File: src/rtl/secded_pkg.sv
// Shared types and elaboration helpers for the parametrised SECDED decoder family.
package secded_pkg;

    localparam int MAX_DATA_W = 64;
    localparam int MAX_CW     = 72;

    typedef enum logic [1:0] {
        CLEAN,
        SEC,
        DED
    } secded_class_e;

    // Smallest r with 2^r >= data_w + r + 1.
    function automatic int calc_r(input int data_w);
        int r;
        r = 0;
        for (int i = 15; i >= 1; i--) begin
            if ((1 << i) >= data_w + i + 1) r = i;
        end
        return r;
    endfunction

    function automatic logic is_pow2(input int pos);
        return (pos > 0) && ((pos & (pos - 1)) == 0);
    endfunction

    // Gathers the non-parity positions 1..n in ascending order, LSB first.
    function automatic logic [MAX_DATA_W-1:0] extract_data(input logic [MAX_CW-1:0] codeword,
                                                           input int n);
        logic [MAX_DATA_W-1:0] data;
        int idx;
        data = '0;
        idx  = 0;
        for (int k = 0; k < MAX_CW - 1; k++) begin
            if ((k + 1) <= n && !is_pow2(k + 1) && idx < MAX_DATA_W) begin
                data[6'(idx)] = codeword[7'(k)];
                idx++;
            end
        end
        return data;
    endfunction

endpackage

File: src/rtl/secded_dec_pipe_if.sv
// Stream interface of the SECDED decoder: codeword in, corrected beat out, counter control.
interface secded_dec_pipe_if
    import secded_pkg::*;
#(
    parameter int DATA_W = 8,
    parameter int CNT_W  = 16
);
    localparam int R  = calc_r(DATA_W);
    localparam int CW = DATA_W + R + 1;

    logic              i_valid;
    logic              o_ready;
    logic [CW-1:0]     i_data;
    logic              o_valid;
    logic              i_ready;
    logic [DATA_W-1:0] o_data;
    logic [R-1:0]      o_syndrome;
    logic              o_single_bit_error_detected;
    logic              o_2_bit_error_detected;
    logic              i_cnt_clr;
    logic [CNT_W-1:0]  o_sec_cnt;
    logic [CNT_W-1:0]  o_ded_cnt;

    modport slave (
        input  i_valid, i_data, i_ready, i_cnt_clr,
        output o_ready, o_valid, o_data, o_syndrome,
               o_single_bit_error_detected, o_2_bit_error_detected,
               o_sec_cnt, o_ded_cnt
    );

    modport master (
        output i_valid, i_data, i_ready, i_cnt_clr,
        input  o_ready, o_valid, o_data, o_syndrome,
               o_single_bit_error_detected, o_2_bit_error_detected,
               o_sec_cnt, o_ded_cnt
    );

endinterface

File: src/rtl/secded_syndrome.sv
// Combinational extended-Hamming check: syndrome over positions 1..N and overall parity.
module secded_syndrome
    import secded_pkg::*;
#(
    parameter  int DATA_W = 8,
    localparam int R      = calc_r(DATA_W),
    localparam int N      = DATA_W + R,
    localparam int CW     = N + 1
) (
    input  logic [CW-1:0] codeword,
    output logic [R-1:0]  syndrome,
    output logic          parity
);

    // NOTE: syndrome is given a default before the loop so every path assigns it and no latch is inferred.
    always_comb begin
        syndrome = '0;
        for (int k = 0; k < N; k++) begin
            if (codeword[k]) syndrome = syndrome ^ R'(k + 1);
        end
        parity = ^codeword;
    end

endmodule

File: src/rtl/secded_dec_pipe.sv
// Two-stage SECDED decoder: stage 1 holds codeword/syndrome, stage 2 the corrected beat.
module secded_dec_pipe
    import secded_pkg::*;
#(
    parameter int DATA_W = 8,
    parameter int CNT_W  = 16
) (
    input logic              i_clk,
    input logic              i_rst_n,
    secded_dec_pipe_if.slave bus
);
    localparam int R  = calc_r(DATA_W);
    localparam int N  = DATA_W + R;
    localparam int CW = N + 1;

    logic                  en1, en2, handshake;
    logic [R-1:0]          syn_c;
    logic                  par_c;

    logic                  v1;
    logic [CW-1:0]         cw1;
    logic [R-1:0]          syn1;
    logic                  par1;

    logic                  v2;
    logic [DATA_W-1:0]     data2;
    logic [R-1:0]          syn2;
    logic                  sec2, ded2;

    logic [CNT_W-1:0]      sec_cnt, ded_cnt;

    secded_class_e         cls;
    logic [CW-1:0]         flip;
    logic [MAX_DATA_W-1:0] extracted;
    logic                  unused_extract_hi;

    secded_syndrome #(.DATA_W(DATA_W)) u_syndrome (
        .codeword (bus.i_data),
        .syndrome (syn_c),
        .parity   (par_c)
    );

    assign en2         = !v2 || bus.i_ready;
    assign en1         = !v1 || en2;
    assign handshake   = v2 && bus.i_ready;
    assign bus.o_ready = i_rst_n && en1;

    // NOTE: the stage-1 payload is only observed behind v1, so it carries no reset.
    always_ff @(posedge i_clk) begin
        if (en1 && bus.i_valid) begin
            cw1  <= bus.i_data;
            syn1 <= syn_c;
            par1 <= par_c;
        end
    end

    // A syndrome beyond N cannot name a bit, so an odd-parity word with one is uncorrectable.
    always_comb begin
        cls  = CLEAN;
        flip = '0;
        if (syn1 == '0) begin
            cls = par1 ? SEC : CLEAN;
        end else if (!par1 || int'(syn1) > N) begin
            cls = DED;
        end else begin
            cls  = SEC;
            flip = CW'(1) << (syn1 - 1'b1);
        end
        extracted = extract_data(MAX_CW'(cw1 ^ flip), N);
    end

    assign unused_extract_hi = ^extracted[MAX_DATA_W-1:DATA_W];

    // NOTE: state registers use non-blocking assignments so every stage samples pre-edge values.
    always_ff @(posedge i_clk) begin
        if (!i_rst_n) begin
            v1    <= 1'b0;
            v2    <= 1'b0;
            data2 <= '0;
            syn2  <= '0;
            sec2  <= 1'b0;
            ded2  <= 1'b0;
        end else begin
            if (en1) v1 <= bus.i_valid;
            if (en2) begin
                v2 <= v1;
                if (v1) begin
                    data2 <= extracted[DATA_W-1:0];
                    syn2  <= syn1;
                    sec2  <= (cls == SEC);
                    ded2  <= (cls == DED);
                end
            end
        end
    end

    // Clear wins over a coincident event; both counters stick at all-ones.
    always_ff @(posedge i_clk) begin
        if (!i_rst_n || bus.i_cnt_clr) begin
            sec_cnt <= '0;
            ded_cnt <= '0;
        end else if (handshake) begin
            if (sec2 && sec_cnt != '1) sec_cnt <= sec_cnt + 1'b1;
            if (ded2 && ded_cnt != '1) ded_cnt <= ded_cnt + 1'b1;
        end
    end

    assign bus.o_valid                     = v2;
    assign bus.o_data                      = data2;
    assign bus.o_syndrome                  = syn2;
    assign bus.o_single_bit_error_detected = sec2;
    assign bus.o_2_bit_error_detected      = ded2;
    assign bus.o_sec_cnt                   = sec_cnt;
    assign bus.o_ded_cnt                   = ded_cnt;

endmodule

File: src/flat_wrapper.sv
// flat-port wrapper written by rule: the top's interface ports become plain ports
module secded_dec_pipe_flat import secded_pkg::*;
#(
    parameter int DATA_W = 8,
    parameter int CNT_W  = 16
)
  (i_clk, i_rst_n, bus_i_valid, bus_i_data, bus_i_ready, bus_i_cnt_clr, bus_o_ready, bus_o_valid, bus_o_data, bus_o_syndrome, bus_o_single_bit_error_detected, bus_o_2_bit_error_detected, bus_o_sec_cnt, bus_o_ded_cnt);
  secded_dec_pipe_if #(.DATA_W(DATA_W), .CNT_W(CNT_W)) bus_i ();
  input logic i_clk;
  input logic i_rst_n;
  input wire logic [$bits(bus_i.i_valid)-1:0] bus_i_valid;
  input wire logic [$bits(bus_i.i_data)-1:0] bus_i_data;
  input wire logic [$bits(bus_i.i_ready)-1:0] bus_i_ready;
  input wire logic [$bits(bus_i.i_cnt_clr)-1:0] bus_i_cnt_clr;
  output wire logic [$bits(bus_i.o_ready)-1:0] bus_o_ready;
  output wire logic [$bits(bus_i.o_valid)-1:0] bus_o_valid;
  output wire logic [$bits(bus_i.o_data)-1:0] bus_o_data;
  output wire logic [$bits(bus_i.o_syndrome)-1:0] bus_o_syndrome;
  output wire logic [$bits(bus_i.o_single_bit_error_detected)-1:0] bus_o_single_bit_error_detected;
  output wire logic [$bits(bus_i.o_2_bit_error_detected)-1:0] bus_o_2_bit_error_detected;
  output wire logic [$bits(bus_i.o_sec_cnt)-1:0] bus_o_sec_cnt;
  output wire logic [$bits(bus_i.o_ded_cnt)-1:0] bus_o_ded_cnt;
  assign bus_i.i_valid = bus_i_valid;
  assign bus_i.i_data = bus_i_data;
  assign bus_i.i_ready = bus_i_ready;
  assign bus_i.i_cnt_clr = bus_i_cnt_clr;
  assign bus_o_ready = bus_i.o_ready;
  assign bus_o_valid = bus_i.o_valid;
  assign bus_o_data = bus_i.o_data;
  assign bus_o_syndrome = bus_i.o_syndrome;
  assign bus_o_single_bit_error_detected = bus_i.o_single_bit_error_detected;
  assign bus_o_2_bit_error_detected = bus_i.o_2_bit_error_detected;
  assign bus_o_sec_cnt = bus_i.o_sec_cnt;
  assign bus_o_ded_cnt = bus_i.o_ded_cnt;
  secded_dec_pipe #(.DATA_W(DATA_W), .CNT_W(CNT_W)) u_core (.i_clk(i_clk), .i_rst_n(i_rst_n), .bus(bus_i));
endmodule
File: config.mk
export PLATFORM = sky130hd
export DESIGN_NAME = secded_dec_pipe_flat
export DESIGN_NICKNAME = d
export VERILOG_FILES = /design/src/rtl/secded_pkg.sv /design/src/rtl/secded_dec_pipe_if.sv /design/src/rtl/secded_syndrome.sv /design/src/rtl/secded_dec_pipe.sv /design/src/flat_wrapper.sv
export SDC_FILE = /design/constraint.sdc
export NUM_CORES = 1
export LEC_CHECK = 0
export ABC_AREA = 1
export CORE_UTILIZATION = 56
export CTS_BUF_LIST = sky130_fd_sc_hd__clkbuf_4 sky130_fd_sc_hd__clkbuf_8 sky130_fd_sc_hd__clkbuf_16
export DETAILED_ROUTE_END_ITERATION = 6
export MAX_ROUTING_LAYER = met4
export PLACE_DENSITY_LB_ADDON = 0.3
export SLEW_MARGIN = 0
export SYNTH_ARGS = -nofsm -noshare
export SYNTH_HDL_FRONTEND = slang
export SYNTH_SLANG_ARGS = --single-unit
File: constraint.sdc
create_clock -name i_clk -period 2.82 [get_ports i_clk]
set_clock_uncertainty 0.1 [all_clocks]
set_input_delay 0.564 -clock i_clk [delete_from_list [all_inputs] [get_ports i_clk]]
set_output_delay 0.564 -clock i_clk [all_outputs]
set_load 0.05 [all_outputs]
==> results of run 1 <==
[cell type report]
class / count / area share
timing repair buffer: 68 / 0.158
inverter: 47 / 0.0409
sequential: 61 / 0.313
tap: 75 / 0.0218
clock inverter: 7 / 0.0177
clock buffer: 9 / 0.0287
multi-input combinational: 356 / 0.419
[per-stage QoR]
step	util	worst slack (ps)
3_3_place_gp	0.699	561
6_report	0.733	498
2_1_floorplan	-	844
3_5_place_dp	0.699	453
4_1_cts	0.733	484
5_1_grt	0.733	434
[state kept, by name (all words and copies together), names as in the netlist]
signal                                  count
u_core.par1                                 1
u_core.bus.o_2_bit_error_detected           1
u_core.bus.o_data                           8
u_core.bus.o_valid                          1
u_core.bus.o_ded_cnt                       16
u_core.bus.o_sec_cnt                       16
u_core.bus.o_syndrome                       4
u_core.bus.o_single_bit_error_detected      1
u_core.cw1                                  8
u_core.syn1                                 4
u_core.v1                                   1
[cell usage in the layout (no fill, tap or decap), types with 4 or more instances in the layout]
master,Yosys,routed
a21oi_1,25,25
a21oi_2,5,5
clkbuf_8,0,9
clkdlybuf4s50_1,0,64
dfxtp_1,48,48
edfxtp_1,13,13
inv_1,47,47
nand2_1,135,135
nand3_1,25,25
nand4_1,11,11
nor2_1,67,67
nor2_4,4,4
nor3_1,6,6
o21ai_0,22,22
xnor2_1,20,20
xor2_1,17,17
[final timing paths]
check | from | end | slack [ps] | cells after the start
worst max-delay path | u_core.bus.o_sec_cnt[4] | bus_o_sec_cnt[4] | 500 | 1
worst min-delay path | u_core.bus.o_2_bit_error_detected | u_core.bus.o_2_bit_error_detected | 420 | 2
worst max register to register | u_core.bus.o_sec_cnt[0] | u_core.bus.o_sec_cnt[0] | 820 | 8
worst min register to register | u_core.bus.o_2_bit_error_detected | u_core.bus.o_2_bit_error_detected | 420 | 2
[worst register-to-register path: cells and delay by family, from the launching register on]
family	cells	cell delay [ps]
adder cells (fa/ha/maj)	1	220
flip-flops	1	400
buffers and inverters	1	120
AND/OR/NAND/NOR	6	1050
[layer usage]
| layer | vias to the layer above | global-route usage |
|---|---|---|
| li1 | 1656 | - |
| met1 | 1514 | 0.297 |
| met2 | 96 | 0.474 |
| met3 | 10 | 0.0411 |
| met4 | 0 | 0.111 |
| met5 | - | - |
[power by group through the flow]
stage | logic, W | registers, W | clock network (W)
final | 0.000301 | 0.000965 | 0.000779
after CTS | 0.000303 | 0.000965 | 0.000793
after floorplan | 0.000144 | 0.00103 | 0
after global routing | 0.000328 | 0.000969 | 0.000825
after detailed placement | 0.000301 | 0.000984 | 0
after global placement | 0.000293 | 0.000983 | 0
[cells by family (layout without fill, tap and decap cells)]
logic type | Yosys count | in the layout | synth area share
AOI/OAI and AO/OA | 56 | 56 | 0.0929
xor gates and xnor gates | 37 | 37 | 0.0951
adders and majority gates | 2 | 2 | 0.00734
buffers and inverters | 58 | 131 | 0.0734
DFF | 61 | 61 | 0.396
and+or+nand+nor | 261 | 261 | 0.335
==> out/qor.csv, run 1 <==
stage,metric,value,unit
outcome,status,completed,
drt,met3 wire length,354,microns
floorplanning,IO Count,66,
logic_synthesis,Synth async-reset ratio,0,
clocking,Post-CTS Setup Bufs,0,
logic_synthesis,Yosys cell types,30,
final_layout,cell area after layout,4310,sq um
grt,largest net degree at the start of global routing,26,
worst_setup_path,critical path arrival,1660,ps
power_and_ir_drop,PD cells,474,nW/um^2
power_and_ir_drop,Clk pwr share,0.381,
timing,fmax,431,MHz
power_and_ir_drop,LEAKAGE,1.63,nW
timing,Worst Hold Slack,425,ps
worst_setup_path,Crit path max-delay family,buffers and inverters,
logic_synthesis,Synth area leader,dfxtp_1,
final_layout,ant diodes,0,
timing,Worst-Margin Slew,641,ps
final_layout,Final nets,563,
clocking,CTS resizes,0,
floorplanning,die footprint,6400,sq um
timing,max-slew violations,0,
clocking,TritonCTS clock tree,built,
floorplanning,Core Rows,28,
logic_synthesis,synthesized area per cell,7.18,sq um
logic_synthesis,register area share after synthesis,0.396,
drt,routed via count,3276,
worst_setup_path,"Cell Chain, Critical Path",clkdlybuf4s50_1,
logic_synthesis,post-synth top area share,0.282,
logic_synthesis,commonest cells in the synthesized netlist,"nand2_1, nor2_1, dfxtp_1, inv_1",
timing,min Tclk post-route,2320,ps
clocking,Skew-Pair Late Insertion Delay,350,ps
power_and_ir_drop,total power,0.00205,W
placed_design,post-DP HPWL,5580,microns
drt,Top Metal Used,met4,
logic_synthesis,largest cells by area after synthesis,"dfxtp_1, nand2_1, edfxtp_1, nor2_1, inv_1",
logic_synthesis,Post-Synthesis Cells,475,
timing,fin crit share,0.823,
power_and_ir_drop,P_sw,0.000586,W
worst_setup_path,CP Capture Type,output port,
power_and_ir_drop,sequential share of power,0.472,
timing,RSZ-0062 raised after global routing,no,
grt,all-layer global routing usage,0.267,
drt,Final ANT Viol Nets,0,
worst_setup_path,CP bufs+invs,1,
worst_setup_path,Worst Path Required,2160,ps
clocking,CTS root buf,clkbuf_8,
grt,total grt overflow,0,
timing,# setup viols final,0,
grt,first-pass GRT wire length,12700,microns
worst_setup_path,Max stage delay on crit path,850,ps
final_layout,Finished Layout Cells,623,
clocking,H-tree Lvls,3,
power_and_ir_drop,Sw Share,0.287,
worst_setup_path,Critical-path top delay cell,clkdlybuf4s50_1,
drt,final WL,7820,microns
placed_design,placed instance count,607,
final_layout,layout cells sized above 1,0.0693,
drt,Post-route DRC,0,
floorplanning,Initial Util,0.579,
timing,Slew HR,0.572,
clocking,# clock sinks,61,
logic_synthesis,register bit total from synthesis,61,
placed_design,routability-driven placement congestion ratio,0.858,
drt,routed length on met1,3170,microns
logic_synthesis,Synthesized Nets,495,
drt,Vias/cell,5.26,
placed_design,PortBufs,65,
final_layout,Multi-input gate area,1810,sq um
worst_setup_path,start-to-end type of the worst setup path,flip-flop to output port,
drt,1st-pass router iterations,4,
logic_synthesis,yosys warns,0,
timing,final hold vios,0,
power_and_ir_drop,cell internal pwr,0.00146,W
logic_synthesis,Post-synth EDFFs,13,
worst_setup_path,crit path max fanout,6,
drt,DR WL met2,4180,microns
worst_setup_path,Critical Path Start Type,flip-flop,
logic_synthesis,"count leader, synth",nand2_1,
placed_design,dpl cell area,4110,sq um
clocking,CTS Buf Count,9,
clocking,"CTS clk-pin slew, worst paths",70,ps
grt,initial antenna violation count,0,
floorplanning,Die Span Y,80.0,microns
drt,initial drt markers,205,
final_layout,fillcell total,466,
drt,routed len/inst,12.5,microns
floorplanning,core area,5890,sq um
logic_synthesis,dominant synthesized flop cell,dfxtp_1,
floorplanning,Die W,80.0,microns
final_layout,Layout area overhead,26.5,%
timing,setup TNS,0,ps
worst_hold_path,Hold WC Path Type,flip-flop to flip-flop,
job,number of max-cap violations,0,
clocking,hold buffer count at CTS,0,
grt,vias in the first global route,2902,
clocking,Max Root-Sink Buffers,2,
final_layout,register area,1350,sq um
power_and_ir_drop,Max VDD drop,0.000370,V
power_and_ir_drop,Logic pwr share,0.147,
logic_synthesis,Synth Cell Area,3410,sq um
(Power assumes the default switching activity.)
==> run 2, diff against run 1 <==
--- a/config.mk
+++ b/config.mk
@@ -6,7 +6,7 @@
 export NUM_CORES = 1
 export LEC_CHECK = 0
 export ABC_AREA = 1
-export CORE_UTILIZATION = 56
+export CORE_UTILIZATION = 47
 export CTS_BUF_LIST = sky130_fd_sc_hd__clkbuf_4 sky130_fd_sc_hd__clkbuf_8 sky130_fd_sc_hd__clkbuf_16
 export DETAILED_ROUTE_END_ITERATION = 6
 export MAX_ROUTING_LAYER = met4
==> constraint.sdc (replaced) <==
create_clock -name i_clk -period 2 [get_ports i_clk]
set_clock_uncertainty 0.1 [all_clocks]
set_input_delay 0.4 -clock i_clk [delete_from_list [all_inputs] [get_ports i_clk]]
set_output_delay 0.4 -clock i_clk [all_outputs]
set_load 0.05 [all_outputs]
==> run 2 against run 1 <==
Effect of this change: hold slack got worse by 29 ps; critical endpoint is now bus_o_ready; final area rose by 0.81%; register-to-register slack got worse by 620 ps; global-route usage fell by 4.5 points; wire length fell by 2.5%; die area rose by 19%.
==> out/qor.csv, run 2 (synthesis gave the netlist of run 1 again) <==
stage,metric,value,unit,change
outcome,status,completed,,unchanged
worst_hold_path,Hold WC Path Type,flip-flop to flip-flop,,unchanged
clocking,CTS root buf,clkbuf_8,,unchanged
timing,fmax,537,MHz,
power_and_ir_drop,LEAKAGE,1.80,nW,was 1.63 nW
worst_setup_path,crit path max fanout,3,,was 6
timing,max-slew violations,0,,unchanged
worst_setup_path,CP Capture Type,output port,,unchanged
final_layout,layout cells sized above 1,0.170,,was 0.0693
clocking,Post-CTS Setup Bufs,0,,unchanged
final_layout,"most common cell after layout, fill and taps aside",nand2_1,,unchanged
floorplanning,Die Span Y,87.2,microns,was 80.0 microns
worst_setup_path,"Cell Chain, Critical Path",clkdlybuf4s50_1 -> inv_1 -> nand3_1 -> nand2_1 -> inv_1 -> buf_12,,was clkdlybuf4s50_1
floorplanning,Core Rows,30,,was 28
timing,fin crit share,0.931,,
worst_setup_path,start-to-end type of the worst setup path,input pin to output port,,was flip-flop to output port
grt,total grt overflow,0,,unchanged
timing,Worst-Margin Slew,517,ps,was 641 ps
timing,Worst Hold Slack,396,ps,was 425 ps
power_and_ir_drop,Clk pwr share,0.399,,was 0.381
worst_setup_path,Critical-path top delay cell,clkdlybuf4s50_1,,unchanged
clocking,CTS Buf Count,9,,unchanged
placed_design,placed instance count,638,,was 607
placed_design,dpl cell area,4130,sq um,was 4110 sq um
drt,Vias/cell,4.97,,was 5.26
grt,largest net degree at the start of global routing,24,,was 26
final_layout,Layout area overhead,27.5,%,was 26.5%
worst_setup_path,Most common cell on crit path,inv_1,,
floorplanning,Initial Util,0.493,,was 0.579
grt,first-pass GRT wire length,12900,microns,was 12700 microns
floorplanning,IO Count,66,,unchanged
final_layout,cell area after layout,4350,sq um,was 4310 sq um
grt,all-layer global routing usage,0.222,,was 0.267
job,number of max-cap violations,0,,unchanged
floorplanning,die footprint,7600,sq um,was 6400 sq um
grt,vias in the first global route,2976,,was 2902
drt,routed via count,3251,,was 3276
drt,routed len/inst,11.7,microns,was 12.5 microns
clocking,# clock sinks,61,,unchanged
clocking,TritonCTS clock tree,built,,unchanged
floorplanning,Die W,87.2,microns,was 80.0 microns
drt,initial drt markers,120,,was 205
worst_setup_path,critical path arrival,1360,ps,was 1660 ps
timing,RSZ-0062 raised after global routing,no,,unchanged
clocking,Skew-Pair Late Insertion Delay,340,ps,was 350 ps
drt,Post-route DRC,0,,unchanged
drt,final WL,7620,microns,was 7820 microns
timing,final hold vios,0,,unchanged
power_and_ir_drop,Sw Share,0.271,,was 0.287
power_and_ir_drop,Logic pwr share,0.146,,was 0.147
timing,min Tclk post-route,1860,ps,
placed_design,post-DP HPWL,5690,microns,was 5580 microns
worst_setup_path,Critical Path Start Type,input pin,,was flip-flop
clocking,CTS resizes,0,,unchanged
final_layout,ant diodes,0,,unchanged
final_layout,most frequent cells in the layout,"nand2_1, nor2_1, buf_4, dfxtp_1, inv_1",,"was nand2_1, nor2_1, clkdlybuf4s50_1, dfxtp_1, inv_1"
final_layout,Final nets,573,,was 563
clocking,"CTS clk-pin slew, worst paths",70,ps,about the same
grt,initial antenna violation count,0,,unchanged
drt,1st-pass router iterations,5,,was 4
placed_design,routability-driven placement congestion ratio,0.829,,was 0.858
timing,setup ws final,138,ps,was 498 ps
power_and_ir_drop,sequential share of power,0.454,,was 0.472
clocking,hold buffer count at CTS,0,,unchanged
power_and_ir_drop,Max VDD drop,0.000421,V,was 0.000370 V
final_layout,Finished Layout Cells,654,,was 623
floorplanning,core area,6910,sq um,was 5890 sq um
worst_setup_path,Max stage delay on crit path,500,ps,was 850 ps
power_and_ir_drop,PD cells,689,nW/um^2,was 474 nW/um^2
timing,# setup viols final,0,,unchanged
power_and_ir_drop,cell internal pwr,0.00218,W,was 0.00146 W
placed_design,DP Worst Slack,-78.3,ps,was 453 ps
final_layout,fillcell total,631,,was 466
placed_design,PortBufs,65,,unchanged
clocking,H-tree Lvls,3,,unchanged
power_and_ir_drop,P_sw,0.000811,W,was 0.000586 W
drt,Final ANT Viol Nets,0,,unchanged
timing,Slew HR,0.653,,was 0.572
worst_setup_path,Worst Path Required,1500,ps,was 2160 ps
clocking,Max Root-Sink Buffers,2,,unchanged
-- run 2: layout make-up --
class,count,area (sq um),share of cell area
sequential,61,1350,0.311
inverter,47,176,0.0406
tap,96,120,0.0276
multi-input combinational,356,1810,0.416
clock inverter,7,90.1,0.0207
clock buffer,9,124,0.0285
timing repair buffer,78,678,0.156
-- run 2: final timing paths --
path	from	cells after the start	end	slack [ps]
worst min register to register	u_core.bus.o_2_bit_error_detected	2	u_core.bus.o_2_bit_error_detected	400
worst max register to register	u_core.bus.o_ded_cnt[0]	7	u_core.bus.o_ded_cnt[15]	200
worst max-delay path	bus_i_ready	6	bus_o_ready	140
worst min-delay path	u_core.bus.o_2_bit_error_detected	2	u_core.bus.o_2_bit_error_detected	400
-- run 2: metal layers --
| metal | share of wire | global-route usage | up-vias |
|---|---|---|---|
| li1 | - | - | 1678 |
| met1 | 0.41 | 0.231 | 1488 |
| met2 | 0.54 | 0.410 | 73 |
| met3 | 0.038 | 0.0379 | 12 |
| met4 | 0.015 | 0.0969 | 0 |
| met5 | 0 | - | - |
-- run 2: critical path, delay by kind of cell --
family / cells / cell delay (ps)
and+or+nand+nor: 2 / 160
buffers and inverters: 4 / 800
-- run 2: power groups by stage --
stage	combinational, W	sequential [W]	clock [W]
floorplan	0.000202	0.00146	0
global placement	0.000426	0.00138	0
detailed placement	0.000438	0.00139	0
CTS	0.000441	0.00136	0.00121
global route	0.000479	0.00137	0.00127
finish	0.000438	0.00136	0.00120
-- run 2: through the flow --
stage	power, W	util	TNS [ps]
floorplan	0.00166	-	0
global placement	0.00181	0.598	0
detailed placement	0.00182	0.598	-78.3
CTS	0.00301	0.629	0
global route	0.00311	0.629	0
finish	0.00299	0.629	0
==> run 3, diff against run 2 <==
--- a/config.mk
+++ b/config.mk
@@ -7,7 +7,7 @@
 export LEC_CHECK = 0
 export ABC_AREA = 1
 export CORE_UTILIZATION = 47
-export CTS_BUF_LIST = sky130_fd_sc_hd__clkbuf_4 sky130_fd_sc_hd__clkbuf_8 sky130_fd_sc_hd__clkbuf_16
+export CTS_BUF_LIST = sky130_fd_sc_hd__clkbuf_16
 export DETAILED_ROUTE_END_ITERATION = 6
 export MAX_ROUTING_LAYER = met4
 export PLACE_DENSITY_LB_ADDON = 0.3
==> run 3 against run 2 <==
Effect of this change: clock-buffer cell count unchanged; critical endpoint unchanged; maximum frequency down 0.22%; final area up 2.3%; global-route usage up 0.53 points; first-iteration DRC count up 33%; register-to-register slack about the same.
==> out/qor.csv, run 3 (synthesis gave the netlist of run 1 again) <==
stage,metric,value,unit,change
timing,Worst-Margin Slew,526,ps,was 517 ps
floorplanning,die footprint,7600,sq um,unchanged
clocking,Post-CTS Setup Bufs,0,,unchanged
grt,total grt overflow,0,,unchanged
final_layout,cell area after layout,4450,sq um,was 4350 sq um
final_layout,layout cells sized above 1,0.170,,unchanged
timing,final hold vios,0,,unchanged
final_layout,fillcell total,616,,was 631
worst_setup_path,start-to-end type of the worst setup path,input pin to output port,,unchanged
worst_setup_path,Crit path max-delay family,buffers and inverters,,unchanged
grt,largest net degree at the start of global routing,24,,unchanged
timing,fmax,536,MHz,was 537 MHz
worst_setup_path,"Cell Chain, Critical Path",clkdlybuf4s50_1 -> inv_1 -> nand3_1 -> nand2_1 -> inv_1 -> buf_12,,unchanged
clocking,Skew-Pair Late Insertion Delay,330,ps,was 340 ps
final_layout,ant diodes,0,,unchanged
grt,all-layer global routing usage,0.227,,was 0.222
timing,fin crit share,0.933,,was 0.931
worst_setup_path,CP Capture Type,output port,,unchanged
final_layout,"most common cell after layout, fill and taps aside",nand2_1,,unchanged
grt,initial antenna violation count,0,,unchanged
worst_setup_path,Critical Path Start Type,input pin,,unchanged
floorplanning,core area,6910,sq um,unchanged
drt,1st-pass router iterations,4,,was 5
floorplanning,Initial Util,0.493,,unchanged
timing,# setup viols final,0,,unchanged
timing,RSZ-0062 raised after global routing,no,,unchanged
worst_setup_path,Max stage delay on crit path,500,ps,about the same
drt,routed via count,3287,,was 3251
grt,first-pass GRT wire length,13100,microns,was 12900 microns
clocking,TritonCTS clock tree,built,,unchanged
clocking,CTS root buf,clkbuf_16,,was clkbuf_8
drt,Vias/cell,5.03,,was 4.97
floorplanning,Die Span Y,87.2,microns,unchanged
timing,max-slew violations,0,,unchanged
power_and_ir_drop,PD cells,774,nW/um^2,was 689 nW/um^2
drt,Final ANT Viol Nets,0,,unchanged
final_layout,Layout area overhead,30.5,%,was 27.5%
worst_hold_path,Hold WC Path Type,flip-flop to flip-flop,,unchanged
worst_setup_path,CP bufs+invs,4,,unchanged
placed_design,dpl cell area,4130,sq um,unchanged
drt,final WL,7750,microns,was 7620 microns
job,number of max-cap violations,0,,unchanged
clocking,CTS resizes,0,,unchanged
placed_design,routability-driven placement congestion ratio,0.829,,unchanged
clocking,CTS Buf Count,9,,unchanged
floorplanning,IO Count,66,,unchanged
power_and_ir_drop,LEAKAGE,1.84,nW,was 1.80 nW
clocking,"CTS clk-pin slew, worst paths",50,ps,was 70 ps
clocking,# clock sinks,61,,unchanged
outcome,status,completed,,unchanged
drt,Post-route DRC,0,,unchanged
power_and_ir_drop,Max VDD drop,0.000534,V,was 0.000421 V
worst_setup_path,critical path arrival,1370,ps,was 1360 ps
worst_setup_path,crit path max fanout,3,,unchanged
floorplanning,Die W,87.2,microns,unchanged
power_and_ir_drop,total power,0.00344,W,was 0.00299 W
drt,routed len/inst,11.8,microns,was 11.7 microns
worst_setup_path,Most common cell on crit path,inv_1,,unchanged
worst_setup_path,Critical-path top delay cell,clkdlybuf4s50_1,,unchanged
floorplanning,Core Rows,30,,unchanged
clocking,H-tree Lvls,3,,unchanged
timing,min Tclk post-route,1870,ps,was 1860 ps
timing,Slew HR,0.647,,was 0.653
clocking,hold buffer count at CTS,0,,unchanged
worst_setup_path,Worst Path Required,1500,ps,about the same
placed_design,post-DP HPWL,5690,microns,unchanged
final_layout,most frequent cells in the layout,"nand2_1, nor2_1, buf_4, dfxtp_1, inv_1",,unchanged
placed_design,PortBufs,65,,unchanged
final_layout,Final nets,573,,unchanged
clocking,Max Root-Sink Buffers,2,,unchanged
drt,initial drt markers,159,,was 120
grt,vias in the first global route,3051,,was 2976
-- run 3: cell counts in the layout (fill, tap and decap cells not counted) --
No cell type changed its count.
-- run 3: tightest hold or removal path, cell delays in order, from the launching register on --
cell     delay, ps
dfxtp_1        330
nand2_1         70
a21oi_1         50
-- run 3: per-layer routing --
layer,up-vias,share of wire,global-route usage
met2,81,0.53,0.409
met3,24,0.043,0.0521
met4,0,0.026,0.109
li1,1683,-,-
met1,1499,0.40,0.233
met5,-,0,-
-- run 3: final cells by class --
class                      instances  area (sq um)  area share
multi-input combinational        356          1810       0.406
timing repair buffer              78           678       0.152
tap                               96           120      0.0270
clock inverter                     7          90.1      0.0203
clock buffer                       9           225      0.0506
inverter                          47           176      0.0397
sequential                        61          1350       0.304
-- run 3: worst paths after layout --
| check | from | to | slack (ps) | cells past startpoint |
|---|---|---|---|---|
| setup / recovery | bus_i_ready | bus_o_ready | 130 | 6 |
| hold / removal | u_core.bus.o_2_bit_error_detected | u_core.bus.o_2_bit_error_detected | 390 | 2 |
| setup reg to reg | u_core.bus.o_ded_cnt[0] | u_core.bus.o_ded_cnt[0] | 200 | 7 |
| hold reg to reg | u_core.bus.o_2_bit_error_detected | u_core.bus.o_2_bit_error_detected | 390 | 2 |
-- run 3: where the power goes --
part	switching, W	internal [W]	leakage (nW)
logic	0.000267	0.000170	1.18
registers	0.0000405	0.00132	0.517
clock network	0.000560	0.00108	0.151
total	0.000868	0.00257	1.84
-- run 3: stage by stage --
stage	hold WS (ps)	util	cells	setup TNS (ps)	setup slack [ps]
6_report	395	0.644	654	0	134
5_1_grt	420	0.644	654	0	2.76
4_1_cts	402	0.644	654	0	120
3_5_place_dp	392	0.598	638	-78.3	-78.3
3_3_place_gp	387	0.598	638	0	39.3
2_1_floorplan	399	-	475	0	24.4
